### src/rtl/async_trigger_receiver.sv
// Front-panel trigger receiver for asynchronous mode: edge detect, trigger-length classification,
// per-channel DDR3 occupancy tracking and trigger-info word hand-off to the Pulse Trigger FIFO.
module async_trigger_receiver #(
  parameter int NUM_CHAN    = 5,
  parameter int BC_W        = 23,
  parameter int EVENT_LIMIT = 524288,
  parameter int WIN         = 4,
  parameter int TN_W        = 24,
  parameter int TS_W        = 44
) (
  input  logic                     clk,
  input  logic                     reset_n,
  input  logic                     reset_trig_num,
  input  logic                     reset_trig_timestamp,
  input  logic                     trigger,
  input  logic                     async_mode,
  input  logic                     accept_pulse_triggers,
  input  logic [NUM_CHAN-1:0]      chan_en,
  input  logic [NUM_CHAN*BC_W-1:0] burst_count,
  input  logic [BC_W-1:0]          thres_ddr3_overflow,
  input  logic [15:0]              holdoff,
  input  logic                     readout_done,
  input  logic                     fifo_ready,
  output logic                     pulse_trigger,
  output logic [TN_W-1:0]          trig_num,
  output logic                     fifo_valid,
  output logic [127:0]             fifo_data,
  output logic [NUM_CHAN*BC_W-1:0] stored_bursts,
  output logic [4:0]               state,
  output logic [31:0]              ddr3_overflow_count,
  output logic [31:0]              missed_trig_count,
  output logic [NUM_CHAN-1:0]      ddr3_full_chan,
  output logic                     ddr3_almost_full
);

  localparam int IDX_W = $clog2(WIN + 1);
  localparam logic [IDX_W-1:0] IDX_ONE = IDX_W'(1);
  localparam logic [IDX_W-1:0] WIN_I   = IDX_W'(WIN);
  localparam logic [BC_W:0]    LIMIT   = (BC_W+1)'(EVENT_LIMIT);
  localparam logic [BC_W:0]    BC_ONE  = (BC_W+1)'(1);
  localparam logic [BC_W-1:0]  BQ_ONE  = BC_W'(1);
  localparam logic [TN_W-1:0]  TN_ONE  = TN_W'(1);
  localparam logic [TS_W-1:0]  TS_ONE  = TS_W'(1);

  typedef enum logic [4:0] {
    IDLE    = 5'b00001,
    SEND    = 5'b00010,
    SAMPLE  = 5'b00100,
    STORE   = 5'b01000,
    HOLDOFF = 5'b10000
  } state_t;

  state_t                   state_q, state_d;
  logic                     trig_prev_q;
  logic                     pulse_q, pulse_d;
  logic                     fifo_valid_q, fifo_valid_d;
  logic [WIN-1:0]           samp_q, samp_d;
  logic [IDX_W-1:0]         idx_q, idx_d;
  logic [1:0]               trig_length_q, trig_length_d;
  logic [TN_W-1:0]          trig_num_q, trig_num_d;
  logic [TN_W-1:0]          tnum_lat_q, tnum_lat_d;
  logic [TS_W-1:0]          ts_cnt_q, ts_cnt_d;
  logic [TS_W-1:0]          ts_lat_q, ts_lat_d;
  logic [NUM_CHAN*BC_W-1:0] stored_q, stored_d;
  logic [15:0]              hold_q, hold_d;
  logic [31:0]              ovf_q, ovf_d;
  logic [31:0]              missed_q, missed_d;
  logic                     trig_edge, accept;
  logic [BC_W:0]            room, need;

  function automatic logic [31:0] sat_inc(input logic [31:0] v);
    return (v == 32'hFFFF_FFFF) ? v : v + 32'd1;
  endfunction

  // Samples shift in at bit 0, so bit 0 holds the last sample of the window.
  function automatic logic [1:0] classify(input logic [WIN-1:0] s);
    if (!s[0])   return 2'b10;
    else if (&s) return 2'b01;
    else         return 2'b11;
  endfunction

  assign trig_edge = trigger & ~trig_prev_q;

  always_comb begin
    ddr3_full_chan   = '0;
    ddr3_almost_full = 1'b0;
    room             = '0;
    need             = '0;
    for (int i = 0; i < NUM_CHAN; i++) begin
      room = LIMIT - {1'b0, stored_q[i*BC_W +: BC_W]};
      need = {1'b0, burst_count[i*BC_W +: BC_W]} + BC_ONE;
      ddr3_full_chan[i] = chan_en[i] & (room < need);
      if (stored_q[i*BC_W +: BC_W] > thres_ddr3_overflow) ddr3_almost_full = 1'b1;
    end
  end

  always_comb begin
    state_d       = state_q;
    pulse_d       = 1'b0;
    fifo_valid_d  = fifo_valid_q;
    samp_d        = samp_q;
    idx_d         = idx_q;
    trig_length_d = trig_length_q;
    trig_num_d    = trig_num_q;
    tnum_lat_d    = tnum_lat_q;
    ts_cnt_d      = ts_cnt_q + TS_ONE;
    ts_lat_d      = ts_lat_q;
    stored_d      = stored_q;
    hold_d        = hold_q;
    ovf_d         = ovf_q;
    missed_d      = missed_q;
    accept        = 1'b0;

    case (state_q)
      IDLE: begin
        if (trig_edge && async_mode && accept_pulse_triggers) begin
          if (|ddr3_full_chan) begin
            ovf_d = sat_inc(ovf_q);
          end else begin
            accept   = 1'b1;
            ts_lat_d = ts_cnt_q;
            samp_d   = {{(WIN-1){1'b0}}, trigger};
            idx_d    = IDX_ONE;
            state_d  = SEND;
          end
        end
      end
      SEND: begin
        pulse_d = 1'b1;
        samp_d  = {samp_q[WIN-2:0], trigger};
        idx_d   = idx_q + IDX_ONE;
        state_d = SAMPLE;
      end
      SAMPLE: begin
        if (idx_q < WIN_I) begin
          samp_d = {samp_q[WIN-2:0], trigger};
          idx_d  = idx_q + IDX_ONE;
        end else begin
          trig_length_d = classify(samp_q);
          state_d       = STORE;
        end
      end
      STORE: begin
        if (!fifo_valid_q) begin
          fifo_valid_d = 1'b1;
        end else if (fifo_ready) begin
          fifo_valid_d = 1'b0;
          if (holdoff == 16'd0) begin
            state_d = IDLE;
          end else begin
            hold_d  = holdoff;
            state_d = HOLDOFF;
          end
        end
      end
      HOLDOFF: begin
        if (hold_q <= 16'd1) state_d = IDLE;
        else                 hold_d  = hold_q - 16'd1;
      end
      default: state_d = IDLE;
    endcase

    if (trig_edge && (state_q != IDLE)) missed_d = sat_inc(missed_q);

    if (readout_done || reset_trig_num) trig_num_d = '0;
    else if (accept)                    trig_num_d = trig_num_q + TN_ONE;
    if (accept) tnum_lat_d = trig_num_d;

    if (reset_trig_timestamp) begin
      ts_cnt_d = '0;
      ts_lat_d = '0;
    end

    if (pulse_q) begin
      for (int i = 0; i < NUM_CHAN; i++) begin
        if (chan_en[i])
          stored_d[i*BC_W +: BC_W] = stored_q[i*BC_W +: BC_W] + burst_count[i*BC_W +: BC_W] + BQ_ONE;
      end
    end
    if (readout_done) stored_d = '0;
  end

  always_ff @(posedge clk or negedge reset_n) begin
    if (!reset_n) begin
      state_q       <= IDLE;
      trig_prev_q   <= 1'b0;
      pulse_q       <= 1'b0;
      fifo_valid_q  <= 1'b0;
      samp_q        <= '0;
      idx_q         <= '0;
      trig_length_q <= '0;
      trig_num_q    <= '0;
      tnum_lat_q    <= '0;
      ts_cnt_q      <= '0;
      ts_lat_q      <= '0;
      stored_q      <= '0;
      hold_q        <= '0;
      ovf_q         <= '0;
      missed_q      <= '0;
    end else begin
      state_q       <= state_d;
      trig_prev_q   <= trigger;
      pulse_q       <= pulse_d;
      fifo_valid_q  <= fifo_valid_d;
      samp_q        <= samp_d;
      idx_q         <= idx_d;
      trig_length_q <= trig_length_d;
      trig_num_q    <= trig_num_d;
      tnum_lat_q    <= tnum_lat_d;
      ts_cnt_q      <= ts_cnt_d;
      ts_lat_q      <= ts_lat_d;
      stored_q      <= stored_d;
      hold_q        <= hold_d;
      ovf_q         <= ovf_d;
      missed_q      <= missed_d;
    end
  end

  assign pulse_trigger       = pulse_q;
  assign trig_num            = trig_num_q;
  assign fifo_valid          = fifo_valid_q;
  assign fifo_data           = 128'({trig_length_q, tnum_lat_q, ts_lat_q});
  assign stored_bursts       = stored_q;
  assign state               = state_q;
  assign ddr3_overflow_count = ovf_q;
  assign missed_trig_count   = missed_q;

endmodule
### config.mk
export PLATFORM = sky130hd
export DESIGN_NAME = async_trigger_receiver
export DESIGN_NICKNAME = d
export VERILOG_FILES = /design/src/rtl/async_trigger_receiver.sv
export SDC_FILE = /design/constraint.sdc
export NUM_CORES = 1
export LEC_CHECK = 0
export ABC_AREA = 1
export CORE_UTILIZATION = 50
export DETAILED_ROUTE_END_ITERATION = 16
export PLACE_DENSITY = 0.86
export SETUP_SLACK_MARGIN = 0.4
export SYNTH_ARGS = -nofsm -noshare
export SYNTH_HDL_FRONTEND = slang
export SYNTH_SLANG_ARGS = --single-unit
### constraint.sdc
create_clock -name clk -period 5.4 [get_ports clk]
set_input_delay 1.08 -clock clk [delete_from_list [all_inputs] [get_ports clk]]
set_output_delay 1.08 -clock clk [all_outputs]
set_load 0.05 [all_outputs]
Word level (Yosys, flattened, before mapping)
Cells that the tools add are included.
{ "word_totals": {"regBits": 348, "in_bits": 168, "out_inout_bits": 344, "elab_cells": 162} }
{ "op_classes": {"n_addsub": 26, "order_cmp": 12, "eq_ne": 18, "n_mux": 48, "bitwise": 10, "n_reduce_logical": 29} }
{ "op_table": {"columns": ["operator", "n"], "rows": [
  ["115-bit two-way mux", 2],
  ["44-bit two-way mux", 5],
  ["23-bit by 1-bit adder with 24-bit output (second input constant)", 5],
  ["24-bit < comparator", 5],
  ["20-bit by 23-bit subtractor with 24-bit output (first input constant)", 5],
  ["23-bit by 1-bit adder with 23-bit output (second input constant)", 5],
  ["23-bit adder", 5],
  ["23-bit greater-than comparator", 5],
  ["23-bit two-way mux", 5],
  ["32-bit by 1-bit adder with 32-bit output (second input constant)", 2],
  ["32-bit == test (second input constant)", 2],
  ["16-bit two-way mux", 4],
  ["24-bit two-way mux", 2],
  ["44-bit by 1-bit adder with 44-bit output (second input constant)", 1],
  ["5-bit two-way mux", 7],
  ["16-bit one-hot mux with 2 select lines", 1],
  ["5-bit one-hot mux with 5 select lines", 1],
  ["24-bit by 1-bit adder with 24-bit output (second input constant)", 1],
  ["2-bit != test (second input constant)", 10],
  ["2-bit nonzero test", 9],
  ["16-bit by 1-bit <= comparator with 1-bit output (second input constant)", 1],
  ["16-bit zero test", 1],
  ["16-bit by 1-bit subtractor with 16-bit output (second input constant)", 1],
  ["2-bit AND reduction", 7],
  ["other kinds (24)", 51]
]} }

Logic depth before layout (Yosys ltp)
Gate-level depths: netlist of the first run.
{ "logic_depth": {"word_depth": 9, "mapped_depth": 34, "mapped_depth_nobuf": 34} }

Worst setup path after synthesis of the first run
OpenSTA, ideal clock, no wires.
{ "synth_path": {"path_kind": "in2out", "from": "input burst_count[92]", "to": "output ddr3_full_chan[4]", "t_arrival_ps": 3656, "required_time_ps": 4320, "path_slack_ps": 664, "stages": 15, "n_path_buf": 0, "cell_sequence": "ha_1 nand2_1 nor4_1 nand3_1 nor2_1 nand4_1 nor4_1 xnor2_1 ha_1 nand2_1 nor2_1 and2_1 nand2_1 nand2_1 nor2_2"} }
{ "synth_between": {"elab_chain_cells": 3} }
{ "synth_rtl": {"columns": ["item", "line_no", "text"], "rows": [
  ["start: declaration", "19", "input logic [NUM_CHAN*BC_W-1:0] burst_count,"],
  ["23-bit by 1-bit adder with 24-bit output", "91", "need = {1'b0, burst_count[i*BC_W +: BC_W]} + BC_ONE;"],
  ["24-bit < comparator", "92", "ddr3_full_chan[i] = chan_en[i] & (room < need);"],
  ["1-bit bitwise AND", "92", null],
  ["end: declaration", "32", "output logic [NUM_CHAN-1:0] ddr3_full_chan,"]
]} }
No other way between the ends.

Worst setup path in the final report of the first run
{ "layout_path": {"from": "register stored_q[24] (netlist: stored_bursts[24])", "to": "output ddr3_full_chan[1]"} }
{ "layout_between": {"elab_chain_cells": 3} }
{ "layout_rtl": {"columns": ["item", "line_no", "text"], "rows": [
  ["start: declaration", "64", "logic [NUM_CHAN*BC_W-1:0] stored_q, stored_d;"],
  ["start signal: assignment", "212", "stored_q <= stored_d;"],
  ["20-bit by 23-bit subtractor with 24-bit output", "90", "room = LIMIT - {1'b0, stored_q[i*BC_W +: BC_W]};"],
  ["24-bit < comparator", "92", null],
  ["1-bit bitwise AND", "92", null]
]} }
No other way between the ends.

==> impl_metrics.json, run 1 <==
{
  "fin_crit_sh": 0.9343,
  "rsz0062_at_grt": "true",
  "die_w_um": 254.5,
  "design_area_sq_mm": 0.04131,
  "vdd_drop_max_v": 0.0003664,
  "r2r_cells": 31,
  "crit_arrival_ns": 3.97,
  "status": "complete, no violations",
  "power.total_uw": 10860,
  "hold_viol_final": 0,
  "ios": 512,
  "whs_endpoint": "ts_cnt_q[25]",
  "yosys_warnings": 0,
  "crit_top_cell": "nor2_2",
  "grt_usage": 0.3574,
  "synth_common_cells": "nand2_1, inv_1, nor2_1, ha_1, dfrtp_1",
  "synth.most_common_cell": "nand2_1",
  "cp.required_ns": 4.32,
  "grt_pass1_wl_um": 180700,
  "end_kind": "primary output",
  "drt_first_pass_iters": 6,
  "yosysTopAreaCell": "dfrtp_1",
  "synth.avg_cell_area_sq_um": 7.033,
  "ys_seq_area_frac": 0.2732,
  "maxCapViolCount": 0,
  "initial_core_util": 0.5053,
  "nNetsFinal": 5722,
  "worstSetupPathDepth": 24,
  "setup_viol": 0,
  "fmax_ghz": 0.1982,
  "cts_sinks": 348,
  "max_stage_delay_ns": 0.41,
  "hold_class": "register to register",
  "cts-buffers-inserted": 43,
  "antenna_left": 0,
  "row_count": 92,
  "grt-ovfl-total": 0,
  "portBuffers": 453,
  "mappedNetlistArea_sq_mm": 0.03188,
  "core_area_sq_mm": 0.06308,
  "num_vias": 35156,
  "ys.flop_type": "dfrtp_1",
  "gp_congestion": 1.009,
  "cts_root_buf": "clkbuf_16",
  "crit_path_start_kind": "register",
  "regToRegStartpoint": "stored_bursts[24]",
  "post-route-drc-count": 0,
  "viasPerCell": 5.786,
  "dr.first_iter.drc_count": 3295,
  "grt_max_degree": 125,
  "crit_fanout": 3,
  "htree_levels": 2,
  "synthArstFlopShare": 1.000,
  "synthTopCellsByArea": "dfrtp_1, ha_1, nand2_1, inv_1, xor2_1",
  "synth_enable_flop_cells": 0,
  "cp.buffers_inverters": 4,
  "syn-instance-count": 4532,
  "grt_pass1_vias": 33213,
  "max_slew_margin": 0.3668,
  "yosys.cell_types.count": 58,
  "skew_ns": 0.02160,
  "hp-start": "ts_cnt_q[25]",
  "path_class": "register to primary output",
  "worstPathCellList": "inv_2 > ha_4 > nand2_2 > nor2_2 > nand4_1 > nor2_2 > nand4_1 > nor2_1 > nand3_1 > nor2_2 > nand3_1 > o21ai_0 > inv_1 > ha_1 > nand2_1 > nor2_2 > nand2_2 > nor2_1 > nand2_1 > nand2_1 > nor2_2 > nand2_2 > inv_2 > buf_12",
  "crit_family": "simple AND/OR/NAND/NOR gates",
  "cts_tree": "yes",
  "path_clk_slew_ns": 0.06,
  "worst_slew_pin_slew_ns": 0.9426,
  "r2r-end": "samp_q[3]",
  "antenna_found_initial": 11,
  "clk_latency_ns": 0.60,
  "r2r_slack_ns": 0.72,
  "hpwlAfterDp_um": 90990,
  "dieArea_sq_mm": 0.06477,
  "die_y_um": 254.5,
  "hold_depth": 1,
  "p_per_area_mw_per_mm2": 263.0,
  "drive_gt1_frac": 0.1119,
  "synth_top_area_share": 0.2724,
  "syn2layout_area_growth_pct": 29.59,
  "placed_cell_area_sq_mm": 0.03796,
  "wl_per_cell_um": 20.01,
  "p_leak_uw": 0.02065,
  "clock_path_buffers": 3,
  "drt_wl_total_um": 121600,
  "crit_path_top_delay_cell": "dfrtp_1",
  "synth-seq-cells": 348,
  "ctsHoldBuffers": 0,
  "fin_crit_ns": 5.045,
  "slew_violations": 0
}
## worst max-delay path by stage
stage / start / end / slack [ns]
after floorplan: burst_count[92] / ddr3_full_chan[4] / 0.66
after global placement: burst_count[93] / ddr3_full_chan[4] / -0.09
after detailed placement: burst_count[0] / idx_q[1] / -0.21
after CTS: burst_count[93] / ddr3_full_chan[4] / 0.38
after global routing: stored_bursts[24] / ddr3_full_chan[1] / 0.14
final: stored_bursts[24] / ddr3_full_chan[1] / 0.35
## power by group
group          internal, uW  switching, uW  leakage, uW
clock network          1760           1280     0.000706
logic                  1780           3040       0.0153
registers              2740            274      0.00470
total                  6270           4590       0.0207
## metal layers
layer | global-route usage | part of all wire | wire length, um | vias to the layer above
met1 | 0.4338 | 0.38 | 46220 | 16409
met5 | 0.006015 | 0.0012 | 145 | -
li1 | - | - | - | 16449
met4 | 0.2088 | 0.063 | 7703 | 16
met2 | 0.5790 | 0.45 | 55150 | 1818
met3 | 0.08257 | 0.10 | 12340 | 464
## layout make-up
class	instances	area [sq um]
inverters	642	2426
flip-flops and latches	348	8727
diodes	4	10.01
clock buffers	55	1171
repair buffers	677	6342
fillers	5209	21770
well taps	846	1059
clock inverters	24	291.5
multi-input cells	3480	21280
## logic make-up after synthesis
| logic type | count (synthesis) | share of synthesized area |
|---|---|---|
| buf+inv | 761 | 0.09743 |
| fa+ha+maj | 362 | 0.1433 |
| compound gates | 808 | 0.1448 |
| simple gates | 2006 | 0.2736 |
| xor+xnor | 246 | 0.06759 |
| other cells | 1 | 0.0001176 |
| flops | 348 | 0.2732 |
## worst register-to-register path, delay by kind of cell (launching register included)
family	cells	cell delay, ns
AO/OA/AOI/OAI	2	0.17
adder cells (fa/ha/maj)	2	0.42
buffers and inverters	4	0.41
flip-flops	1	0.41
AND/OR/NAND/NOR	23	3.11
## cells in the final DEF (no fill, tap or decap), types with 12 or more instances in the layout
master and n:
nor2_2 38, nand3_1 197, and3_1 18, nor2_1 376
nand4_1 153, nor3_4 16, buf_4 214, a21o_1 22
dlymetal6s2s_1 13, o21a_1 31, a21oi_1 261, dfrtp_2 14
buf_12 13, inv_1 604, dlygate4sd2_1 14, o22ai_1 56
nand3_2 16, nor3_2 14, a31oi_1 26, nand2_2 42
conb_1 58, o21bai_1 46, xor2_1 190, a221oi_1 12
o21ai_0 270, clkbuf_16 43, nor4_1 38, clkdlybuf4s50_1 395
xnor2_1 56, nor2_4 22, nand2_1 912, dfrtp_1 333
inv_2 30, o21ai_1 24, ha_1 347, nor3_1 117
## registers in the layout, indices dropped and copies added, names as in the netlist
| signal | count |
|---|---|
| trig_num | 24 |
| trig_prev_q | 1 |
| idx_q | 3 |
| trig_length_q | 2 |
| missed_trig_count | 32 |
| ddr3_overflow_count | 32 |
| hold_q | 16 |
| tnum_lat_q | 24 |
| fifo_valid | 1 |
| samp_q | 4 |
| stored_bursts | 115 |
| ts_cnt_q | 44 |
| pulse_trigger | 1 |
| state | 5 |
| ts_lat_q | 44 |
## metrics by stage
step / hold WS [ns] / util / std cells / setup TNS (ns) / setup WS [ns]
floorplan: 0.4334 / - / 4589 / 0 / 0.6641
global placement: 0.4478 / 0.6018 / 5880 / -0.1996 / -0.08670
detailed placement: 0.4559 / 0.6018 / 5880 / -3.192 / -0.2063
CTS: 0.4694 / 0.6374 / 6012 / 0 / 0.3806
global route: 0.4787 / 0.6548 / 6075 / 0 / 0.1402
finish: 0.4693 / 0.6548 / 6076 / 0 / 0.3547
## repair_timing
item | CTS | global route
setup buffers | 53 | 60
endpoints found under the setup margin | 5 | 45
gates resized for setup | 187 | 226
pin swaps | 81 | 128
Note: power is estimated with default switching activity, not from simulation.
==> run 2, diff against run 1 <==
--- a/config.mk
+++ b/config.mk
@@ -6,9 +6,11 @@
 export NUM_CORES = 1
 export LEC_CHECK = 0
 export ABC_AREA = 1
-export CORE_UTILIZATION = 50
+export CELL_PAD_IN_SITES_DETAIL_PLACEMENT = 2
+export CELL_PAD_IN_SITES_GLOBAL_PLACEMENT = 2
+export CORE_UTILIZATION = 28
 export DETAILED_ROUTE_END_ITERATION = 16
-export PLACE_DENSITY = 0.86
+export PLACE_DENSITY = 0.89
 export SETUP_SLACK_MARGIN = 0.4
 export SYNTH_ARGS = -nofsm -noshare
 export SYNTH_HDL_FRONTEND = slang
==> constraint.sdc (replaced) <==
create_clock -name clk -period 4.45 [get_ports clk]
set_input_delay 0.89 -clock clk [delete_from_list [all_inputs] [get_ports clk]]
set_output_delay 0.89 -clock clk [all_outputs]
set_load 0.05 [all_outputs]
==> run 2 against run 1 <==
The run now ends with setup timing left. Critical path type unchanged. Sequential share of layout area shrank 2.4 points. Worst setup slack lost 1.8 ns. Sequential cell count is the same. Cell count grew 17%. Non-clock buffer count grew 326. Wire length grew 95%. Clock-buffer cell count grew 12. Total power grew 56%. Register-to-register slack lost 1.7 ns. Critical path depth shrank 2.
==> impl_metrics.json, run 2 (synthesized netlist as in run 1, its figures left out) <==
{
  "status": "finished, violations left",
  "violations": "setup timing",
  "end_kind": "primary output",
  "fin_crit_ns": 5.912,
  "crit_arrival_ns": 5.02,
  "dr_wl_met2_um": 109800,
  "hold_viol_final": 0,
  "row_count": 123,
  "die_y_um": 339.4,
  "drive_gt1_frac": 0.1971,
  "vdd_drop_max_v": 0.0003098,
  "grt_pass1_wl_um": 306900,
  "wl_per_cell_um": 33.51,
  "wl_met3_um": 23800,
  "layout_commonest_cell": "nand2_1",
  "maxCapViolCount": 0,
  "crit_fanout": 3,
  "viasPerCell": 6.048,
  "gp_congestion": 0.9265,
  "top_layer_used": "met5",
  "r2r_slack_ns": -1.01,
  "dp_slack_ns": -1.315,
  "portBuffers": 453,
  "core_area_sq_mm": 0.1127,
  "skew_ns": 0.04887,
  "path_class": "register to primary output",
  "grt-ovfl-total": 0,
  "antenna_left": 0,
  "cts-buffers-inserted": 48,
  "htree_levels": 2,
  "r2r_cells": 30,
  "setup_viol": 139,
  "fin_crit_sh": 1.329,
  "dr.first_iter.drc_count": 3674,
  "ios": 512,
  "cp.required_ns": 3.56,
  "max_slew_margin": 0.03600,
  "path_clk_slew_ns": 0.08,
  "setup_tns_ns": -125.91,
  "r2r-end": "tnum_lat_q[5]",
  "grt_usage": 0.3501,
  "hold_slack_ns": 0.2347,
  "post-route-drc-count": 0,
  "fmax_ghz": 0.1691,
  "timing.final.ws_setup_ns": -1.462,
  "p_per_area_mw_per_mm2": 363.3,
  "regToRegStartpoint": "stored_bursts[46]",
  "hold_class": "primary input to async pin",
  "cts_sinks": 348,
  "worst_slew_pin_slew_ns": 1.435,
  "hpwlAfterDp_um": 137600,
  "mostFrequentLayoutCells": "nand2_1, inv_1, buf_4",
  "dieArea_sq_mm": 0.1152,
  "initial_core_util": 0.2830,
  "clock_path_buffers": 3,
  "num_vias": 42876,
  "nNetsFinal": 6056,
  "ctsHoldBuffers": 0,
  "slew_violations": 0,
  "antenna_found_initial": 39,
  "p_leak_uw": 0.02279,
  "cts_root_buf": "clkbuf_16",
  "grt_max_degree": 80,
  "crit_path_start_kind": "register",
  "wl_met1_um": 80180,
  "largest_reg_flops": 115,
  "syn2layout_area_growth_pct": 46.09,
  "drt_wl_total_um": 237500,
  "die_w_um": 339.4,
  "grt_pass1_vias": 46049,
  "rsz0062_at_grt": "true",
  "drt_first_pass_iters": 8,
  "cts_tree": "yes",
  "clk_latency_ns": 0.69
}
## run 2: cell types whose count changed in the layout (fill, tap and decap cells not counted), sizes merged
cell	change
clkdlybuf4s15	+3
diode	+20
clkinv	+8
nand3	+1
clkbuf	+14
dlymetal6s2s	-6
inv	-10
bufinv	-1
dlygate4sd2	+1
clkinvlp	+3
clkdlybuf4s50	+11
buf	+315
## run 2: worst max-delay path: stages, from the launching register on
cell        delay (ns)
dfrtp_2           0.56
nor3_4            0.61
nand3_2           0.21
nor3_4            0.26
nand2_2           0.14
inv_2             0.12
nand3_2           0.14
nor2_4            0.14
nand2_1           0.09
nand2_2           0.13
inv_1             0.09
nor2_1            0.13
xor2_1            0.22
ha_1              0.29
nand2_1           0.08
inv_1             0.06
o21ai_1           0.17
nand3_1           0.17
nor2_4            0.19
nand3_4           0.10
buf_6             0.13
clkinvlp_4        0.09
buf_12            0.15
## run 2: area by class of cell
type	count	area (sq um)
Inverter	642	2486
Timing Repair Buffer	1003	9245
Multi-Input combinational cell	3481	22480
Clock inverter	22	279.0
Antenna cell	24	60.06
Timing Repair inverter	2	12.51
Fill cell	12688	66090
Sequential cell	348	8722
Tap cell	1500	1877
Clock buffer	67	1403
## run 2: stage by stage
stage,area (sq um),power [uW],cells,utilization
final,46570,16920,7089,0.4134
after CTS,44610,14930,6989,0.3960
after detailed placement,40850,9707,6775,0.3626
after global routing,46520,17310,7072,0.4130
after global placement,40850,9170,6775,0.3626
after floorplan,32340,7123,4589,-
## run 2: how the worst max path moves through the flow
| stage | startpoint | to | cells after the start |
|---|---|---|---|
| floorplan | burst_count[46] | ddr3_full_chan[2] | 22 |
| global placement | burst_count[92] | ddr3_full_chan[4] | 22 |
| detailed placement | burst_count[24] | samp_q[3] | 29 |
| CTS | stored_bursts[1] | ddr3_full_chan[0] | 27 |
| global route | stored_bursts[46] | ddr3_full_chan[2] | 22 |
| finish | stored_bursts[46] | ddr3_full_chan[2] | 22 |
## run 2: timing repair
item,4_1_cts,5_1_grt
gates cloned,5,11
resized for setup,349,310
buffers inserted,120,65
setup endpoints to repair,139,139
pin swaps,156,177
## run 2: routing by layer
layer | vias up | GRT usage
li1 | 17088 | -
met1 | 21224 | 0.3656
met2 | 2992 | 0.5990
met3 | 1538 | 0.1016
met4 | 34 | 0.2555
met5 | - | 0
## run 2: report_power, final
group	switching, uW	leakage [uW]	total, uW	internal, uW
Clock	1960	0.000821	4360	2400
Sequential	341	0.00470	3660	3320
Combinational	5760	0.0173	8900	3140
Total	8060	0.0228	16900	8860
